**src/rtl/bitscan_enc32to5_if.sv**
```systemverilog
// Handshake bundle for bitscan_enc32to5: vector input channel and index output channel.
interface bitscan_enc32to5_if;
  localparam int unsigned VEC_W = 32;
  localparam int unsigned IDX_W = 5;

  logic             in_valid;
  logic             in_ready;
  logic [VEC_W-1:0] vec;
  logic             out_valid;
  logic             out_ready;
  logic [IDX_W-1:0] enc;
  logic             last;
  logic             zero_err;

  modport master (
    output in_valid, vec, out_ready,
    input  in_ready, out_valid, enc, last, zero_err
  );

  modport slave (
    input  in_valid, vec, out_ready,
    output in_ready, out_valid, enc, last, zero_err
  );
endinterface

```
**src/rtl/bitscan_enc32to5.sv**
```systemverilog
// Accepts a 32-bit request vector and emits the index of each set bit, one per cycle.
// Scan order is lowest-first by default; define BITSCAN_MSB_FIRST_EN for highest-first.
module bitscan_enc32to5 (
  input  logic                clk,
  input  logic                reset,
  bitscan_enc32to5_if.slave   bus
);
  localparam int unsigned VEC_W = 32;
  localparam int unsigned IDX_W = 5;

  typedef enum logic {
    IDLE = 1'b0,
    EMIT = 1'b1
  } state_e;

  state_e           state_q, state_d;
  logic [VEC_W-1:0] pending_q, pending_d;
  logic             zero_err_q, zero_err_d;
  logic [IDX_W-1:0] enc_c;
  logic             last_c;

  // Priority scan of the pending bits; the last match in loop order wins.
  always_comb begin : scan
    enc_c = '0;
`ifdef BITSCAN_MSB_FIRST_EN
    for (int i = 0; i < int'(VEC_W); i++) begin
      if (pending_q[i]) enc_c = IDX_W'(i);
    end
`else
    for (int i = int'(VEC_W) - 1; i >= 0; i--) begin
      if (pending_q[i]) enc_c = IDX_W'(i);
    end
`endif
    last_c = (pending_q != '0) && ((pending_q & (pending_q - VEC_W'(1))) == '0);
  end

  always_comb begin : next_state
    state_d    = state_q;
    pending_d  = pending_q;
    zero_err_d = 1'b0;
    case (state_q)
      IDLE: begin
        if (bus.in_valid) begin
          pending_d = bus.vec;
          if (bus.vec != '0) state_d = EMIT;
          else               zero_err_d = 1'b1;
        end
      end
      EMIT: begin
        if (bus.out_ready) begin
          pending_d = pending_q & ~(VEC_W'(1) << enc_c);
          if (last_c) state_d = IDLE;
        end
      end
      default: state_d = IDLE;
    endcase
  end

  always_ff @(posedge clk or posedge reset) begin : regs
    if (reset) begin
      state_q    <= IDLE;
      pending_q  <= '0;
      zero_err_q <= 1'b0;
    end else begin
      state_q    <= state_d;
      pending_q  <= pending_d;
      zero_err_q <= zero_err_d;
    end
  end

  assign bus.in_ready  = (state_q == IDLE);
  assign bus.out_valid = (state_q == EMIT);
  assign bus.enc       = enc_c;
  assign bus.last      = last_c;
  assign bus.zero_err  = zero_err_q;
endmodule

```
**src/flat_wrapper.sv**
```systemverilog
// flat-port wrapper written by rule: the top's interface ports become plain ports
module bitscan_enc32to5_flat 
  (clk, reset, bus_in_valid, bus_vec, bus_out_ready, bus_in_ready, bus_out_valid, bus_enc, bus_last, bus_zero_err);
  bitscan_enc32to5_if bus_i ();
  input  logic clk;
  input  logic reset;
  input wire logic [$bits(bus_i.in_valid)-1:0] bus_in_valid;
  input wire logic [$bits(bus_i.vec)-1:0] bus_vec;
  input wire logic [$bits(bus_i.out_ready)-1:0] bus_out_ready;
  output wire logic [$bits(bus_i.in_ready)-1:0] bus_in_ready;
  output wire logic [$bits(bus_i.out_valid)-1:0] bus_out_valid;
  output wire logic [$bits(bus_i.enc)-1:0] bus_enc;
  output wire logic [$bits(bus_i.last)-1:0] bus_last;
  output wire logic [$bits(bus_i.zero_err)-1:0] bus_zero_err;
  assign bus_i.in_valid = bus_in_valid;
  assign bus_i.vec = bus_vec;
  assign bus_i.out_ready = bus_out_ready;
  assign bus_in_ready = bus_i.in_ready;
  assign bus_out_valid = bus_i.out_valid;
  assign bus_enc = bus_i.enc;
  assign bus_last = bus_i.last;
  assign bus_zero_err = bus_i.zero_err;
  bitscan_enc32to5 u_core (.clk(clk), .reset(reset), .bus(bus_i));
endmodule
```
**config.mk**
```make
export PLATFORM = sky130hd
export DESIGN_NAME = bitscan_enc32to5_flat
export DESIGN_NICKNAME = d
export VERILOG_FILES = /design/src/rtl/bitscan_enc32to5_if.sv /design/src/rtl/bitscan_enc32to5.sv /design/src/flat_wrapper.sv
export SDC_FILE = /design/constraint.sdc
export NUM_CORES = 1
export LEC_CHECK = 0
export ABC_AREA = 1
export CAP_MARGIN = 20
export CORE_MARGIN = 4
export CORE_UTILIZATION = 58
export DETAILED_ROUTE_END_ITERATION = 10
export PLACE_DENSITY = 0.86
export SKIP_CTS_REPAIR_TIMING = 1
export SLEW_MARGIN = 10
export SYNTH_ARGS = -nofsm -noshare
export SYNTH_HDL_FRONTEND = slang
export SYNTH_SLANG_ARGS = --single-unit
```
**constraint.sdc**
```tcl
create_clock -name clk -period 7.1 [get_ports clk]
set_clock_uncertainty 0.05 [all_clocks]
set_input_delay 1.065 -clock clk [delete_from_list [all_inputs] [get_ports clk]]
set_output_delay 1.065 -clock clk [all_outputs]
set_load 0.05 [all_outputs]
```
# Word-level counts from Yosys, hierarchy flattened
# Index checks and enable logic that the tools add are counted.
[op_classes] add_sub_neg=1 mul=0 n_div=0 n_lt_le_gt_ge=0 eq_ne=2 shifts=1 mux=43 bitwise_logic=4 reduce_logical=5
[op_table] operator="$mux 5" n=32
[op_table] operator="$and 32x32->32" n=2
[op_table] operator="$mux 32" n=2
[op_table] operator="$pmux 32 s2" n=1
[op_table] operator="$reduce_bool 32->1" n=2
[op_table] operator="$logic_not 32->1" n=1
[op_table] operator="$not 32->32" n=1
[op_table] operator="$shl 1x5->32 const A" n=1
[op_table] operator="$sub 32x1->32 const B" n=1
[op_table] operator="$mux 1" n=7
[op_table] operator="$ne 2x2->1 const B" n=2
[op_table] operator="$pmux 1 s2" n=1
[op_table] operator="$reduce_and 2->1" n=1
[op_table] operator="$logic_and 1x1->1" n=1
[op_table] operator="$not 1->1" n=1
[word_totals] ff_bits=34 latch_bits=0 ram_bits=0 mem_bits_ro=0 word_cells=59 memories=0

# Logic depth before layout (Yosys ltp)
[depth] word_depth=37 ltp_mapped=31 depth_no_buf=31

# Least setup slack after synthesis
# Ideal clock, no wire load.
[synth_path] path_type="register to output" from="register u_core.pending_q[0]" to="output port bus_last" t_arrival_ns=3.182 required_time_ns=5.985 path_slack_ns=2.803 stages_incl_launch_ff=14 n_path_buf=0 cell_sequence="dfrtp_1 > nor2_2 > inv_2 > nor2_4 > inv_2 > nor2_8 > nand2_1 > a21oi_1 > o21ai_0 > nor3_1 > nand2_1 > nor4_1 > nand2_1 > nor2_1"
[synth_via] elab_chain_cells=4 word_cells_on_any_way=5
[synth_lines] item="from (decl)" line="bitscan_enc32to5.sv:17" text="logic [VEC_W-1:0] pending_q, pending_d;"
[synth_lines] item="from (signal assigned)" line="bitscan_enc32to5.sv:66" text="pending_q <= pending_d;"
[synth_lines] item="$sub 32x1->32" line="bitscan_enc32to5.sv:34" text="last_c = (pending_q != '0) && ((pending_q & (pending_q - VEC_W'(1))) == '0);"
[synth_lines] item="$and 32x32->32" line="bitscan_enc32to5.sv:34"
[synth_lines] item="$logic_not 32->1" line="bitscan_enc32to5.sv:34"
[synth_lines] item="$logic_and 1x1->1 *" line="bitscan_enc32to5.sv:34"
[synth_lines] item="to (decl)" line="flat_wrapper.sv:13" text="output wire logic [$bits(bus_i.last)-1:0] bus_last;"
# Every way passes the cells marked *; elsewhere a longest branch is shown, timed or not.

# Final worst setup path
[layout_path] from="register u_core.pending_q[2]" to="output port bus_last"
# Same word-level chain as after synthesis.

==> flow_summary.toml <==
[status]
outcome = "completed"

[synth]
syn-num-nets = 458
synth_cell_types = 31
yosys.cell_count.top_type = "nand2_1"
synth-edff-count = 0
netlist_area_um2 = 2610
ys_seq_area_frac = 0.326
synth_flop_cell = "dfrtp_1"
ys.warnings.count = 0
synth_common_cells = "nand2_1 (88), nor2_1 (82), inv_1 (62), o21ai_0 (43), a21oi_1 (42)"
async_reset_ff_frac = 1.00
synth_area_leader_cell = "dfrtp_1"
netlist_instances = 422
syn_area_per_cell_um2 = 6.19
netlist_top_cells_area = "dfrtp_1 (33%), nand2_1 (13%), nor2_1 (12%)"
synth_seq_cells = 34
yosysTopAreaCellShare = 0.326

[cells_and_area]
area_delta_synth_final_pct = 23.1
final_layout_size_suffix_gt1_frac = 0.0497
nets = 500
stdcell_area_um2 = 3220
fin_util = 0.739
antenna_cells = 0

[worst_setup_path]
crit_slowest_cell = "clkdlybuf4s50_1"
rrSetupSlack_ns = 3.94
path_max_fanout = 5
slowest_delay_ns = 0.81
crit_required_ns = 5.98
critPathMostFrequentCell = "nor2_1"
crit_buf_inv = 5
worstPathCellList = "nor2_1, inv_2, nor2_4, inv_2, nor2_8, inv_2, nor2_1, inv_1, nor2_1, nor2_1, a2111oi_0, nand3_1, nor4_1, nand2_1, nor2_1, clkdlybuf4s50_1"
crit_path_end_kind = "output pin"
critPathLaunchType = "flip-flop"
critPathTopFamily = "simple AND/OR/NAND/NOR gates"
path_class = "flip-flop to output pin"
cp.arrival_ns = 3.71

[cts]
cts_made_buffers = 5
clk_latency_ns = 0.28
cts_tree = "yes"
clkTransAtPathRegs_ns = 0.06
clock-root-buffer = "clkbuf_8"
clock-sinks = 34
cts-htree-levels = 2
clockBufferDepth = 2

[job]
drv_cap = 0

[floorplanning]
die_w_um = 75.1
die_area_um2 = 5640
num_rows = 24
io_pins = 45
start_util = 0.600
core_um2 = 4350
fp.dieH_um = 75.1

[sta]
fmax_mhz = 207
tightestPinTransition_ns = 0.929
setup_violations = 0
max-slew-margin-rel = 0.379
min_period_ns = 4.83
rsz0062_at_grt = "no"
setup_tns_ns = 0
hold_viol = 0
drv_slew = 0
finalCritPeriodShare = 0.680

[drt]
vias_per_cell = 5.69
drt-initial-drc-count = 254
routed_wl_mm = 7.51
routedWlPerCell_um = 14.6
antenna_left = 0
firstDrtPassIters = 5
drcViolationCount = 0
vias = 2929

[placement]
place.port_buffers = 44
dp_hpwl_mm = 5.62
placed_area_um2 = 3110
gp_congestion = 0.932

[global_routing]
antenna_found_initial = 0
grt_max_degree = 35
track_usage = 0.288
grt-ovfl-total = 0
grt_pass1_wl_mm = 12.4
grt_pass1_vias = 2727

[power]
ir_drop_mv = 0.203
total_power_uw = 855
p_leak_nw = 1.52
power.density_nw_per_um2 = 266

[min_path]
hold_class = "flip-flop to flip-flop"
## registers in the layout, indices dropped and copies added, names as in the netlist
register and cells:
u_core.bus.out_valid 1, u_core.bus.zero_err 1, u_core.pending_q 32
## final timing paths
check                                     startpoint                    to  cells past startpoint
min in group asynchronous                      reset   u_core.pending_q[1]                      3
max in group asynchronous                      reset  u_core.pending_q[21]                      3
worst max-delay path             u_core.pending_q[2]              bus_last                     16
worst min-delay path             u_core.pending_q[3]   u_core.pending_q[3]                      2
worst max register to register  u_core.bus.out_valid   u_core.pending_q[2]                      7
worst min register to register   u_core.pending_q[3]   u_core.pending_q[3]                      2
## logic make-up after synthesis
kind of cell | synth area share
simple gates | 0.360
buf+inv | 0.113
compound gates | 0.202
flops | 0.326
## final cells by class
cell class	count	area, µm²
Clock buffer	6	82.6
Fill cell	368	1140
Inverter	66	248
Multi-Input combinational cell	310	1470
Sequential cell	34	851
Tap cell	52	65.1
Timing Repair Buffer	47	503
## worst reg2reg max path, delay by kind of cell, from the launching register on
family / cells / cell delay, ns
AO/OA/AOI/OAI: 1 / 0.05
buffers and inverters: 3 / 0.77
flip-flops: 1 / 0.64
AND/OR/NAND/NOR: 3 / 1.53
## layout by cell type (no fill, tap or decap), types with 2 or more instances in the layout
master and count:
a2111oi_0 3, clkdlybuf4s50_1 44, a31oi_1 2, nor4_1 13
nand4_1 2, o22ai_1 2, nor2_2 2, clkbuf_8 6
dfrtp_1 34, a21oi_1 42, nand3_1 11, o21ai_0 43
buf_16 2, inv_1 62, inv_2 4, nand2_1 88
nor3_1 6, nor2_1 82, nor2_8 2
## power by group
part / switching, mW / total [mW] / internal [mW]
registers: 0.0736 / 0.327 / 0.253
clock network: 0.0689 / 0.144 / 0.0748
logic: 0.248 / 0.385 / 0.137
## metrics by stage
stage	worst slack (ns)	hold slack, ns	instances
final	2.27	0.512	515
after global routing	1.89	0.536	515
after CTS	2.32	0.513	514
after detailed placement	2.65	0.497	508
after global placement	2.73	0.490	507
after floorplan	2.80	0.468	422
## layer usage
metal | vias to the layer above | routed length (µm) | GRT usage
met1 | 1328 | 3330 | 0.379
met4 | 0 | 104 | 0.0771
met2 | 130 | 3470 | 0.467
met3 | 13 | 607 | 0.0761
li1 | 1458 | - | -
met5 | - | 0 | 0
(Power assumes the default switching activity.)
